$ cat src/rtl/viterbi_cs_sched.sv
// viterbi_cs_sched
// ----------------
// Sequencing controller for the Viterbi compare-select datapath. Symbols are
// accepted one at a time. The first symbol of a frame is issued to first_cs
// (first_go) and every later symbol to cs (cs_go). The results of the matching
// datapath are captured into the survivor path-metric and path-history
// registers, which feed back into cs. When any captured metric reaches
// NORM_THRESH, the minimum metric is subtracted from all four so that the
// 4-bit metrics never overflow. When the last symbol of a frame is captured,
// tb_start pulses to hand the frame to the traceback unit.
//
// Parameters
//   FRAME_LEN    symbols per frame (2..255)
//   NORM_THRESH  metric value at or above which normalisation triggers
//   TIMEOUT      maximum number of cycles spent waiting for a datapath done
//
// Ports
//   clk, rst                  clock; synchronous active-low reset
//   sym_valid, frame_start    symbol handshake in; frame_start marks symbol 0
//   sym_ready                 controller can accept a symbol this cycle
//   first_go / cs_go          one-cycle issue strobes to first_cs / cs
//   first_done / cs_done      valid_out of first_cs / cs
//   first_bm_xx, first_path_xx  first_cs results (4-bit metric, 3-bit path)
//   cs_bm_xx, cs_path_xx      cs results (4-bit metric, 8-bit path)
//   pm_xx, path_xx            stored survivor metrics / path history
//   sym_cnt                   symbols completed in the current frame
//   norm_event                pulse: the last capture was normalised
//   tb_start                  pulse: frame complete
//   proto_err                 pulse: framing violation
//   timeout_err               sticky: the datapath failed to answer in time
module viterbi_cs_sched #(
  parameter int FRAME_LEN   = 8,
  parameter int NORM_THRESH = 8,
  parameter int TIMEOUT     = 15
) (
  input  logic       clk,
  input  logic       rst,
  input  logic       sym_valid,
  input  logic       frame_start,
  output logic       sym_ready,
  output logic       first_go,
  output logic       cs_go,
  input  logic       first_done,
  input  logic       cs_done,
  input  logic [3:0] first_bm_00,
  input  logic [3:0] first_bm_01,
  input  logic [3:0] first_bm_10,
  input  logic [3:0] first_bm_11,
  input  logic [2:0] first_path_00,
  input  logic [2:0] first_path_01,
  input  logic [2:0] first_path_10,
  input  logic [2:0] first_path_11,
  input  logic [3:0] cs_bm_00,
  input  logic [3:0] cs_bm_01,
  input  logic [3:0] cs_bm_10,
  input  logic [3:0] cs_bm_11,
  input  logic [7:0] cs_path_00,
  input  logic [7:0] cs_path_01,
  input  logic [7:0] cs_path_10,
  input  logic [7:0] cs_path_11,
  output logic [3:0] pm_00,
  output logic [3:0] pm_01,
  output logic [3:0] pm_10,
  output logic [3:0] pm_11,
  output logic [7:0] path_00,
  output logic [7:0] path_01,
  output logic [7:0] path_10,
  output logic [7:0] path_11,
  output logic [7:0] sym_cnt,
  output logic       norm_event,
  output logic       tb_start,
  output logic       proto_err,
  output logic       timeout_err
);

  localparam logic [7:0] FRAME_LEN_C = 8'(FRAME_LEN);
  localparam logic [7:0] WAIT_LAST_C = 8'(TIMEOUT - 1);
  localparam logic [4:0] NORM_THR_C  = 5'(NORM_THRESH);

  typedef enum logic [2:0] {
    S_IDLE,
    S_ISSUE,
    S_WAIT,
    S_READY,
    S_DONE
  } state_t;

  state_t     state_q, state_d;
  logic       first_sel_q, first_sel_d;
  logic [7:0] wait_cnt_q, wait_cnt_d;
  logic [7:0] sym_cnt_q, sym_cnt_d;
  logic       norm_q, norm_d;
  logic       proto_q, proto_d;
  logic       tout_q, tout_d;
  // Low while reset is held and for the cycle in which it is sampled; keeps
  // sym_ready low until the first cycle after reset is released.
  logic       alive_q;

  logic [3:0] pm_q   [4];
  logic [3:0] pm_d   [4];
  logic [7:0] path_q [4];
  logic [7:0] path_d [4];

  // Lane-indexed views of the two datapath result buses.
  logic [3:0] first_bm   [4];
  logic [2:0] first_path [4];
  logic [3:0] cs_bm      [4];
  logic [7:0] cs_path    [4];

  assign first_bm[0]   = first_bm_00;
  assign first_bm[1]   = first_bm_01;
  assign first_bm[2]   = first_bm_10;
  assign first_bm[3]   = first_bm_11;
  assign first_path[0] = first_path_00;
  assign first_path[1] = first_path_01;
  assign first_path[2] = first_path_10;
  assign first_path[3] = first_path_11;
  assign cs_bm[0]      = cs_bm_00;
  assign cs_bm[1]      = cs_bm_01;
  assign cs_bm[2]      = cs_bm_10;
  assign cs_bm[3]      = cs_bm_11;
  assign cs_path[0]    = cs_path_00;
  assign cs_path[1]    = cs_path_01;
  assign cs_path[2]    = cs_path_10;
  assign cs_path[3]    = cs_path_11;

  // Capture candidates: the bus of the datapath that was actually issued.
  logic [3:0] cap_bm    [4];
  logic [7:0] cap_path  [4];
  logic [3:0] norm_bm   [4];
  logic [3:0] need_norm;
  logic [3:0] min_lo, min_hi, bm_min;
  logic       do_norm;
  logic       done_hit;
  logic [7:0] sym_cnt_inc;

  for (genvar gi = 0; gi < 4; gi++) begin : g_lane
    assign cap_bm[gi]    = first_sel_q ? first_bm[gi] : cs_bm[gi];
    assign cap_path[gi]  = first_sel_q ? {5'b00000, first_path[gi]} : cs_path[gi];
    assign need_norm[gi] = ({1'b0, cap_bm[gi]} >= NORM_THR_C);
    // bm_min is never larger than any lane, so this cannot wrap.
    assign norm_bm[gi]   = cap_bm[gi] - bm_min;
  end

  assign min_lo      = (cap_bm[0] < cap_bm[1]) ? cap_bm[0] : cap_bm[1];
  assign min_hi      = (cap_bm[2] < cap_bm[3]) ? cap_bm[2] : cap_bm[3];
  assign bm_min      = (min_lo < min_hi) ? min_lo : min_hi;
  assign do_norm     = |need_norm;
  // Only the done of the datapath that was issued counts.
  assign done_hit    = first_sel_q ? first_done : cs_done;
  assign sym_cnt_inc = sym_cnt_q + 8'd1;

  // ---------------------------------------------------------------------------
  // State register
  // ---------------------------------------------------------------------------
  always_ff @(posedge clk) begin
    if (!rst) begin
      state_q     <= S_IDLE;
      first_sel_q <= 1'b0;
      wait_cnt_q  <= 8'd0;
      sym_cnt_q   <= 8'd0;
      norm_q      <= 1'b0;
      proto_q     <= 1'b0;
      tout_q      <= 1'b0;
      alive_q     <= 1'b0;
    end else begin
      state_q     <= state_d;
      first_sel_q <= first_sel_d;
      wait_cnt_q  <= wait_cnt_d;
      sym_cnt_q   <= sym_cnt_d;
      norm_q      <= norm_d;
      proto_q     <= proto_d;
      tout_q      <= tout_d;
      alive_q     <= 1'b1;
    end
  end

  for (genvar gi = 0; gi < 4; gi++) begin : g_store
    always_ff @(posedge clk) begin
      if (!rst) begin
        pm_q[gi]   <= 4'd0;
        path_q[gi] <= 8'd0;
      end else begin
        pm_q[gi]   <= pm_d[gi];
        path_q[gi] <= path_d[gi];
      end
    end
  end

  // ---------------------------------------------------------------------------
  // Next-state and datapath-register logic
  // ---------------------------------------------------------------------------
  always_comb begin
    state_d     = state_q;
    first_sel_d = first_sel_q;
    wait_cnt_d  = wait_cnt_q;
    sym_cnt_d   = sym_cnt_q;
    norm_d      = 1'b0;
    proto_d     = 1'b0;
    tout_d      = tout_q;
    for (int i = 0; i < 4; i++) begin
      pm_d[i]   = pm_q[i];
      path_d[i] = path_q[i];
    end

    case (state_q)
      S_IDLE, S_READY: begin
        if (sym_valid) begin
          if (frame_start) begin
            // A frame start in READY abandons the current frame.
            proto_d     = (state_q == S_READY);
            sym_cnt_d   = 8'd0;
            tout_d      = 1'b0;
            first_sel_d = 1'b1;
            state_d     = S_ISSUE;
            for (int i = 0; i < 4; i++) begin
              pm_d[i]   = 4'd0;
              path_d[i] = 8'd0;
            end
          end else if (state_q == S_READY) begin
            first_sel_d = 1'b0;
            state_d     = S_ISSUE;
          end else begin
            // Mid-frame symbol with no frame open: consume and flag it.
            proto_d = 1'b1;
          end
        end
      end

      S_ISSUE: begin
        wait_cnt_d = 8'd0;
        state_d    = S_WAIT;
      end

      S_WAIT: begin
        if (done_hit) begin
          for (int i = 0; i < 4; i++) begin
            pm_d[i]   = do_norm ? norm_bm[i] : cap_bm[i];
            path_d[i] = cap_path[i];
          end
          norm_d    = do_norm;
          sym_cnt_d = sym_cnt_inc;
          state_d   = (sym_cnt_inc == FRAME_LEN_C) ? S_DONE : S_READY;
        end else if (wait_cnt_q == WAIT_LAST_C) begin
          tout_d  = 1'b1;
          state_d = S_IDLE;
        end else begin
          wait_cnt_d = wait_cnt_q + 8'd1;
        end
      end

      S_DONE: begin
        state_d = S_IDLE;
      end

      default: begin
        state_d = S_IDLE;
      end
    endcase
  end

  // ---------------------------------------------------------------------------
  // Output logic
  // ---------------------------------------------------------------------------
  always_comb begin
    sym_ready = 1'b0;
    first_go  = 1'b0;
    cs_go     = 1'b0;
    tb_start  = 1'b0;
    case (state_q)
      S_IDLE, S_READY: sym_ready = alive_q;
      S_ISSUE: begin
        first_go = first_sel_q;
        cs_go    = !first_sel_q;
      end
      S_DONE:  tb_start = 1'b1;
      default: begin
      end
    endcase
  end

  assign pm_00       = pm_q[0];
  assign pm_01       = pm_q[1];
  assign pm_10       = pm_q[2];
  assign pm_11       = pm_q[3];
  assign path_00     = path_q[0];
  assign path_01     = path_q[1];
  assign path_10     = path_q[2];
  assign path_11     = path_q[3];
  assign sym_cnt     = sym_cnt_q;
  assign norm_event  = norm_q;
  assign proto_err   = proto_q;
  assign timeout_err = tout_q;

endmodule
$ cat config.mk
export PLATFORM = sky130hd
export DESIGN_NAME = viterbi_cs_sched
export DESIGN_NICKNAME = d
export VERILOG_FILES = /design/src/rtl/viterbi_cs_sched.sv
export SDC_FILE = /design/constraint.sdc
export NUM_CORES = 1
export LEC_CHECK = 0
export CAP_MARGIN = 25
export CORE_AREA = 2 2 107 109
export DETAILED_ROUTE_END_ITERATION = 6
export DIE_AREA = 0 0 109 111
export GPL_ROUTABILITY_DRIVEN = 0
export HOLD_SLACK_MARGIN = 0.06
export PLACE_DENSITY = 0.71
export SLEW_MARGIN = 40
export SYNTH_ARGS = -nofsm -noshare
export SYNTH_HDL_FRONTEND = slang
export SYNTH_SLANG_ARGS = --single-unit
$ cat constraint.sdc
create_clock -name clk -period 12.3 [get_ports clk]
set_input_delay 1.845 -clock clk [delete_from_list [all_inputs] [get_ports clk]]
set_output_delay 1.845 -clock clk [all_outputs]
set_load 0.1 [all_outputs]
# [Word level (Yosys, flattened, before mapping)]
# Memory sizes are Yosys's and may differ from the RTL's.
# Cells that the tools add are included.
# Widths: inputs -> output; s select.
[op_classes] eq_ne=14 reduce_logical=14 n_bitwise=8 mux=61 addsub=6 n_lt_le_gt_ge=7
[op_table] cell="$mux 8" count=13
[op_table] cell="$mux 32" count=3
[op_table] cell="$pmux 32 s2" count=1
[op_table] cell="$mux 4" count=15
[op_table] cell="$mux 16" count=3
[op_table] cell="$pmux 16 s2" count=1
[op_table] cell="$pmux 8 s2" count=2
[op_table] cell="$mux 3" count=6
[op_table] cell="$add 8x1->8 const B" count=2
[op_table] cell="$eq 8x4->1 const B" count=2
[op_table] cell="$ge 4x4->1 const B" count=4
[op_table] cell="$sub 4x4->4" count=4
[op_table] cell="$mux 1" count=15
[op_table] cell="$reduce_and 3->1" count=5
[op_table] cell="$lt 4x4->1" count=3
[op_table] cell="$ne 2x2->1 const B" count=6
[op_table] cell="$pmux 3 s3" count=1
[op_table] cell="$or 1x1->1" count=8
[op_table] cell="$eq 3x2->1 const B" count=2
[op_table] cell="$ne 3x3->1 const B" count=2
[op_table] cell="$reduce_bool 2->1" count=3
[op_table] cell="$reduce_and 5->1" count=1
[op_table] cell="$reduce_and 4->1" count=1
[op_table] cell="$reduce_or 4->1" count=1
[op_table] cell="6 further kinds" count=6
[totals] n_memories=2 ramBits=48 input_bits=82 output_inout_bits=63 elab_cells=120 ff_bits=24
[memory_table] memory="path_q" depth=4 word_bits=8 read_ports=4 rd_ports_with_merged_regs=0 wr=4 line_no="101" rtl="logic [7:0] path_q [4];"
[memory_table] memory="pm_q" depth=4 word_bits=4 read_ports=4 rd_ports_with_merged_regs=0 wr=4 line_no="99" rtl="logic [3:0] pm_q [4];"

# [Logic depth before layout (Yosys ltp)]
# Gate-level depths: netlist (run 1).
[logic_depth] word_depth=10 depth_mapped=25 depth_no_buf=21

# [Worst setup path before layout (run 1)]
# Ideal clock, no wire load.
[synth_path] path_kind="input to register" from="input port first_bm_10[1]" to="memory pm_q[0][3]" setup_slack_ps=6960 setup_time_ps=79 n_path_buf=1 t_arrival_ps=5261 stages=20 required_time_ps=12221 cell_sequence="mux2i_1 -> inv_1 -> ha_1 -> or3_1 -> o211ai_1 -> o21a_1 -> inv_1 -> ha_1 -> and2_1 -> clkbuf_1 -> a21oi_1 -> nand2b_1 -> nand2_1 -> ha_1 -> inv_1 -> maj3_1 -> maj3_2 -> mux2i_1 -> nand4_1 -> o211ai_1"
[synth_lines] element="start, declared" line_no="47" rtl="input logic [3:0] first_bm_10,"
[synth_lines] element="end, declared" line_no="99"

==> run summary, run 1 <==
The run gives 6.10 ns as the pre-CTS setup slack. The logs give 9030 um for the sum of net half-perimeters after detailed placement and 640 for the post-synth net total. The tool flagged a number of max-cap violations equal to 0. The post-placement cell area is 0.00553 mm2, and the fraction of final layout cells sized beyond drive strength 1 is 0.167.

The logs give 0 for the initial antenna violation count and 0.599 for the worst slew margin relative to its limit. The first global-routing pass estimated 20200 um of wire. Once detail routing completed, the nets flagged for antenna violations numbered 0. At the worst endpoint, the arrival time is 6.14 ns.

Leakage power figure: 2.41 nW. Based on the critical path, the design can be clocked at up to 170 MHz. The min-delay analysis places its worst path in the category reg -> reg. Dividing total power by cell area gives a power density of 193 mW/mm2. The pin slew with the least headroom to its limit works out to 0.601 ns. STA classifies the critical path startpoint as an input port. The critical path is of the in -> reg type.

The worst clock skew is 0.00356 ns, and the core occupancy in the finished layout is 0.526. The tools report the worst min-delay path startpoint as path_q[2][5]. For the number of pins with negative max-slew slack in the final report, the log shows 0. CTS saw 72 sinks. Buffers inserted to repair hold after CTS numbered 0. The most used flip-flop cell after synthesis is sky130_fd_sc_hd__dfxtp_1.

The register bit count reported by yosys is 72, and the routed via count is 4266. Subtracting the final worst setup slack from the clock period gives 5.89 ns. The number of nets in the layout is 772, and the post-synthesis async set-or-reset flop share is 0.

The longest clock path from root to sink contains 2 buffers. TritonCTS built the clock tree. The final worst slack was 6.41 ns; the post-CTS setup-driven buffer insertion count was 0. The number of buffer cells added on primary ports is 144.

For the number of cells upsized or downsized after cts, the log shows 0. The detailed router finished its first iteration with 226 violations. The number of buffers created by CTS was 9; the final-report hold violation count was 0. The later pin in the worst-skew pair is clocked with a latency of 0.33 ns.

The worst hold slack was 0.448 ns. The portion of the clock cycle consumed by the worst path in the final layout came out at 0.479. The worst setup path is captured at a register. Using the TritonRoute via totals, the vias-per-cell ratio works out to 5.24. The maximum fanout along the worst path was 6; the proportion of synthesized chip area in sequential cells was 0.336. The tools report the final cell area excluding filler cells as 0.00583 mm2.

The number of antenna cells inserted was 0. The run gives 4188 as the via count of the first global-routing pass. The die covers 0.0121 mm2. The clock transition at the registers of the reported paths is 0.06 ns, and the total wire length after detailed routing is 12200 um. Power comes to 1.13 mW. The cell count after synthesis is 534.

The worst register-to-register path begins at first_sel_q. Setup repair after global routing left no endpoint under its margin. Leaving out filler cells and counting taps, the final layout contains 814. For the number of levels the H-tree was split into, the log shows 3.

Adding up every negative setup slack in the final design gives 0 ns. The first element of the critical path was first_bm_10[1]. After global routing the overflow that remains totals 0. Pin placement for this block handled 145 I/O pins.

The root buffer cell chosen for the clock tree is sky130_fd_sc_hd__clkbuf_16. The tools report the final routed DRC violation total as 0. Maximum number of pins on one net before global-route repair: 53. The run finished with clean final reports. In the final routed layout, each cell accounts on average for 15.0 um. The run gives 830 um as the detailed route wirelength on metal3.

The die is 111 um tall. The logs give 0.207 for the overall routing resource usage and 5 for the number of detailed-routing iterations run before antenna repair. Count of cells along the worst register-to-register path: 20. The initial cell density of the core was 0.387; the area added between synthesis and finish was 35.9%. For this run, the number of Yosys warnings is 0.

The number of enable flip-flop cells after synthesis was 0; the floorplan core area was 0.0111 mm2. After detailed routing, the met2 layer carries 5610 um of wire. A synthesized cell averages 8.03 um2. For the count of standard-cell rows, the log shows 39. For this block, wires on met1 add up to 5530 um. After synthesis the cells add up to 0.00429 mm2. The logs give 798 for the count of placed standard cells including taps and 0 for the total of endpoints with negative setup slack in the final report. VDD sags by at most 0.000107 V. In the layout the commonest cells are 81 x sky130_fd_sc_hd__clkdlybuf4s50_1, 75 x sky130_fd_sc_hd__nor2_1, 71 x sky130_fd_sc_hd__dfxtp_1, 63 x sky130_fd_sc_hd__buf_2. The highest layer touched by signal routing is met4. The library cell used most frequently in the layout, excluding fill and tap cells, is sky130_fd_sc_hd__clkdlybuf4s50_1. At the worst endpoint, the required time is 12.55 ns. Counting instances, the worst hold path has a depth of 2. From left edge to right edge, the die measures 109 um. The distinct cell type count after synthesis was 59.
## flip-flops by register name, summed over array words and instances (netlist names)
signal	flops
path_q	32
pm_q	16
sym_cnt	8
wait_cnt_q	8
state_q	3
alive_q	1
first_sel_q	1
norm_event	1
proto_err	1
timeout_err	1
## where the power goes
| part | internal (mW) | total [mW] | switching (mW) |
|---|---|---|---|
| Clock | 0.158 | 0.263 | 0.105 |
| Sequential | 0.255 | 0.273 | 0.0175 |
| Combinational | 0.192 | 0.592 | 0.400 |
## area by class of cell
type                       count  area (um2)
clock inverter                 6        68.8
fill                        1052        5250
clock buffer                  10         229
timing repair buffer         149        1160
multi-input combinational    412        2670
sequential                    72        1440
tap                          143         179
inverter                      22        82.6
## worst paths after layout
check	endpoint	slack, ns
worst max-delay path	pm_q[2][3]	6.41
worst min-delay path	path_q[2][5]	0.45
worst max register to register	pm_q[2][3]	7.14
worst min register to register	path_q[2][5]	0.45
## cell families after synthesis
kind of cell             count (synthesis)  share of synthesized area
buffers and inverters                   50                     0.0461
adder cells (fa/ha/maj)                 32                     0.0904
XOR/XNOR                                18                     0.0368
multiplexers                            35                     0.0831
AO/OA/AOI/OAI                          109                      0.165
flip-flops                              72                      0.336
AND/OR/NAND/NOR                        218                      0.242
## synth_stat cells, types with 8 or more instances
cell type | n | area (um2)
sky130_fd_sc_hd__a21oi_1 | 47 | 235
sky130_fd_sc_hd__clkbuf_1 | 23 | 86.3
sky130_fd_sc_hd__dfxtp_1 | 72 | 1440
sky130_fd_sc_hd__ha_1 | 24 | 300
sky130_fd_sc_hd__inv_1 | 19 | 71.3
sky130_fd_sc_hd__mux2i_1 | 30 | 300
sky130_fd_sc_hd__nand2_1 | 47 | 176
sky130_fd_sc_hd__nand3_1 | 35 | 175
sky130_fd_sc_hd__nand4_1 | 9 | 56.3
sky130_fd_sc_hd__nor2_1 | 76 | 285
sky130_fd_sc_hd__nor2b_1 | 9 | 56.3
sky130_fd_sc_hd__o211ai_1 | 8 | 60.1
sky130_fd_sc_hd__o21ai_0 | 11 | 55.1
sky130_fd_sc_hd__xnor2_1 | 13 | 114
## layer usage
metal | global-route usage | vias to the layer above
met5 | 0 | -
met4 | 0.0607 | 0
met3 | 0.0459 | 16
met2 | 0.335 | 139
met1 | 0.274 | 1964
li1 | - | 2147
## critical path, cell delays in order
cell and delay, ns:
sky130_fd_sc_hd__clkdlybuf4s50_1 0.40, sky130_fd_sc_hd__mux2i_1 0.32, sky130_fd_sc_hd__inv_1 0.16, sky130_fd_sc_hd__ha_1 0.26, sky130_fd_sc_hd__or3_1 0.39, sky130_fd_sc_hd__o211ai_1 0.22, sky130_fd_sc_hd__o21a_1 0.21, sky130_fd_sc_hd__inv_1 0.06
sky130_fd_sc_hd__ha_1 0.26, sky130_fd_sc_hd__and2_1 0.23, sky130_fd_sc_hd__a21oi_1 0.09, sky130_fd_sc_hd__nand2b_1 0.16, sky130_fd_sc_hd__nand2_1 0.18, sky130_fd_sc_hd__ha_1 0.18, sky130_fd_sc_hd__inv_1 0.05, sky130_fd_sc_hd__maj3_1 0.35
sky130_fd_sc_hd__maj3_2 0.33, sky130_fd_sc_hd__mux2i_1 0.23, sky130_fd_sc_hd__nand4_1 0.12, sky130_fd_sc_hd__o211ai_1 0.09
No activity file was read; power rests on OpenSTA's default activity.
==> run 2, diff against run 1 <==
==> constraint.sdc (replaced) <==
create_clock -name clk -period 5.6 [get_ports clk]
set_input_delay 0.84 -clock clk [delete_from_list [all_inputs] [get_ports clk]]
set_output_delay 0.84 -clock clk [all_outputs]
set_load 0.1 [all_outputs]
==> run summary, run 2 (synthesis gave the netlist of run 1 again) <==
The flow ran to the end, and the final reports show no timing, DRC or antenna violations. The reg-to-reg startpoint was first_sel_q. The ratio of routed vias to standard cells was 5.22 (-0.33%); the total area of sequential cells was 0.00144 mm2 (unchanged).

For the worst slew margin relative to its limit, the log shows 0.574 (-0.0252). The aggregate global routing overflow was 0 (unchanged); the total power consumption of the routed design was 2.52 mW (+120%). The design internal power came out at 1.38 mW (+130%). The logs give 5.16 ns (-0.98 ns) for the data arrival at the endpoint of the critical path and 0.238 (-0.004) for the part of the power in registers.

For the core occupancy in the finished layout, the log shows 0.529 (+0.00282). The number of pins with negative max-slew slack in the final report is 0 (unchanged). Pre-CTS setup slack: 0.408 ns (-5.70 ns). Buffer type at the clock tree root: sky130_fd_sc_hd__clkbuf_16.

The number of buffers created by CTS is 9 (unchanged), and the total wire length after detailed routing is 12300 um (+0.67%). For the initial antenna violation count, the log shows 0 (unchanged). Tracing the worst setup path back leads to its startpoint at first_bm_10[1]. The fraction of final layout cells sized beyond drive strength 1 works out to 0.168 (+0.00124). The tools report the routed via count as 4257 (-0.21%). For the count of standard-cell rows, the log shows 39 (unchanged). The worst hold path begins at path_q[3][7]. The run gives 0.449 ns (+0.00115 ns) as the worst hold slack.

The logs give 0.00267 mm2 (unchanged) for the footprint of the multi-input gates and 0 (unchanged) for the number of hold buffers added after CTS. The post-CTS setup-driven buffer insertion count is 0 (unchanged), and the die width is 109 um (unchanged). The tools report the buffer depth of the longest clock path as 2 (unchanged).

The first-pass GRT wire length was 20400 um (+0.82%); the achievable frequency was 204 MHz. The post-placement cell area is 0.00554 mm2 (+0.14%), and the pin slew with the least headroom to its limit is 0.623 ns (+0.0224 ns). The combinational group share of total power was 0.515 (-0.010). The maximum number of pins on one net before global-route repair is 53 (unchanged). Following the worst setup path forward leads to its endpoint at pm_q[2][3].

The final worst slack is 0.697 ns (-5.71 ns), and the initial cell density of the core is 0.387 (unchanged). The critical path goes through clkdlybuf4s50_1, mux2i_1, inv_1, ha_1, or3_1, o211ai_1, o21a_1, inv_1, ha_1, and2_1, a21oi_1, nand2b_1, nand2_1, ha_1, inv_1, maj3_1, maj3_2, mux2i_1, nand4_1, o211ai_1. The number of levels the H-tree was split into was 3 (unchanged).

The clock transition at the registers of the reported paths is 0.06 ns (about the same). The leading cell type in the layout, fill and taps excluded was sky130_fd_sc_hd__clkdlybuf4s50_1. The number of flip-flops under the largest register name was 32 (unchanged). The latest clock arrival within the worst-skew pair was 0.34 ns (about the same).

The number of detailed-routing iterations run before antenna repair came out at 4 (-1). The register bank with the most flops was path_q. The average wire per standard cell is 15.1 um (+0.55%). The required time reported for the critical path endpoint came out at 5.85 ns (-6.70 ns). For the final cell area excluding filler cells, the log shows 0.00586 mm2 (+0.54%). The tools report the highest ir drop seen on vdd as 0.000260 V (+140%). The routed design could run at a clock period as short as 4.90 ns. Number of buffer cells added on primary ports: 144 (unchanged). The logs give 1.14 mW (+120%) for the net switching power and 0 ns (unchanged) for the sum of negative setup slack. Setup repair after global routing left no endpoint under its margin. STA classifies the critical path endpoint as a register. The number of cells on the critical path came out at 20 (unchanged). The floorplan core area came out at 0.0111 mm2 (unchanged). In this run the critical register-to-register path is captured at pm_q[2][3].

The run gives 0 (unchanged) as the number of antenna cells inserted. The number of nets in the layout was 773 (+0.13%); the sink count of the clock tree was 72 (unchanged). The overall routing resource usage is 0.210 (+0.00336). The total buffers and inverters traversed by the critical path was 4 (unchanged); the leakage power figure was 2.42 nW (+0.46%). The part of the total power dissipated in the clock network came out at 0.247 (+0.014). The slowest stage of the critical path is the sky130_fd_sc_hd__clkdlybuf4s50_1 cell. TritonCTS built the clock tree.

The area of the die was 0.0121 mm2 (unchanged). For the number of cells upsized or downsized after cts, the log shows 0 (unchanged). Count of placed standard cells including taps: 799 (+0.13%).

The sum of net half-perimeters after detailed placement was 9110 um (+0.82%). Leaving out fill and tap cells, the most frequent cells in the layout are 81 x sky130_fd_sc_hd__clkdlybuf4s50_1, 75 x sky130_fd_sc_hd__nor2_1, 71 x sky130_fd_sc_hd__dfxtp_1, 63 x sky130_fd_sc_hd__buf_2. The register-to-register path setup slack was 0.83 ns (-6.31 ns).

The count of cells along the worst register-to-register path was 19 (-5.0%); the maximum fanout along the worst path was 6 (unchanged). The final-report hold violation count is 0 (unchanged), and the floorplan die height is 111 um (unchanged). For the final routed DRC violation total, the log shows 0 (unchanged). For the antenna violation net count after detailed routing, the log shows 0 (unchanged). The final standard cell count with taps included and fillers excluded was 815 (+0.12%); the via count of the first global-routing pass was 4208 (+0.48%). Portion of the clock cycle consumed by the worst path in the final layout: 0.876. The switching portion of total power is 0.454 (-0.00936), and the area added between synthesis and finish is 36.7%.

The worst hold path belongs to the class reg -> reg. The count of routing violations after the opening detailed-route iteration was 261 (+15%); the fill cell instance count of the final layout was 1039 (-1.2%). The max-cap violation count is 0 (unchanged).

The total power per unit cell area is 430 mW/mm2 (+120%). The critical path in this run is classified as in -> reg. Worst clock skew: 0.0105 ns (+0.00690 ns). The critical path's largest stage delay works out to 0.42 ns (+0.02 ns). The top-level port count is 145 (unchanged). Kind of start point of the critical path: an input port.

The cell family contributing the most delay on the critical path is adder cells. The largest registers in the layout are path_q (32), pm_q (16). The tools report the total of endpoints with negative setup slack in the final report as 0 (unchanged).
## run 2: worst min path at each step
stage	end	slack, ns	depth (start not counted)
after floorplan	wait_cnt_q[7]	0.47	2
after global placement	path_q[2][5]	0.44	2
after detailed placement	path_q[3][7]	0.44	2
after CTS	path_q[3][7]	0.45	2
after global routing	pm_q[0][1]	0.48	2
final	path_q[3][7]	0.45	2
## run 2: cell type report
class / instances / share of cell area
inverter: 22 / 0.0141
clock buffer: 10 / 0.0391
multi-input combinational: 412 / 0.455
timing repair buffer: 150 / 0.200
clock inverter: 6 / 0.0158
tap: 143 / 0.0305
sequential: 72 / 0.246
## run 2: power by group through the flow
stage | clock [mW] | combinational, mW | sequential (mW)
3_5_place_dp | 0 | 1.29 | 0.609
3_3_place_gp | 0 | 1.31 | 0.609
5_1_grt | 0.657 | 1.40 | 0.607
2_1_floorplan | 0 | 0.750 | 0.880
6_report | 0.622 | 1.30 | 0.598
4_1_cts | 0.631 | 1.30 | 0.599
## run 2: worst reg2reg max path, stage by stage (launching register included)
cell                       delay (ns)
sky130_fd_sc_hd__dfxtp_2         0.67
sky130_fd_sc_hd__mux2i_1         0.42
sky130_fd_sc_hd__inv_1           0.16
sky130_fd_sc_hd__ha_1            0.26
sky130_fd_sc_hd__or3_1           0.39
sky130_fd_sc_hd__o211ai_1        0.21
sky130_fd_sc_hd__o21a_1          0.22
sky130_fd_sc_hd__inv_1           0.06
sky130_fd_sc_hd__ha_1            0.26
sky130_fd_sc_hd__and2_1          0.23
sky130_fd_sc_hd__a21oi_1         0.09
sky130_fd_sc_hd__nand2b_1        0.16
sky130_fd_sc_hd__nand2_1         0.19
sky130_fd_sc_hd__ha_1            0.19
sky130_fd_sc_hd__inv_1           0.06
sky130_fd_sc_hd__maj3_1          0.36
sky130_fd_sc_hd__maj3_2          0.33
sky130_fd_sc_hd__mux2i_1         0.20
sky130_fd_sc_hd__nand4_1         0.11
sky130_fd_sc_hd__o211ai_1        0.11
## run 2: metal layers
layer,global-route usage,routed length [um],up-vias
met3,0.0412,1030,14
met5,0,0,-
met4,0.0803,184,0
li1,-,-,2159
met1,0.276,5450,1930
met2,0.338,5610,154
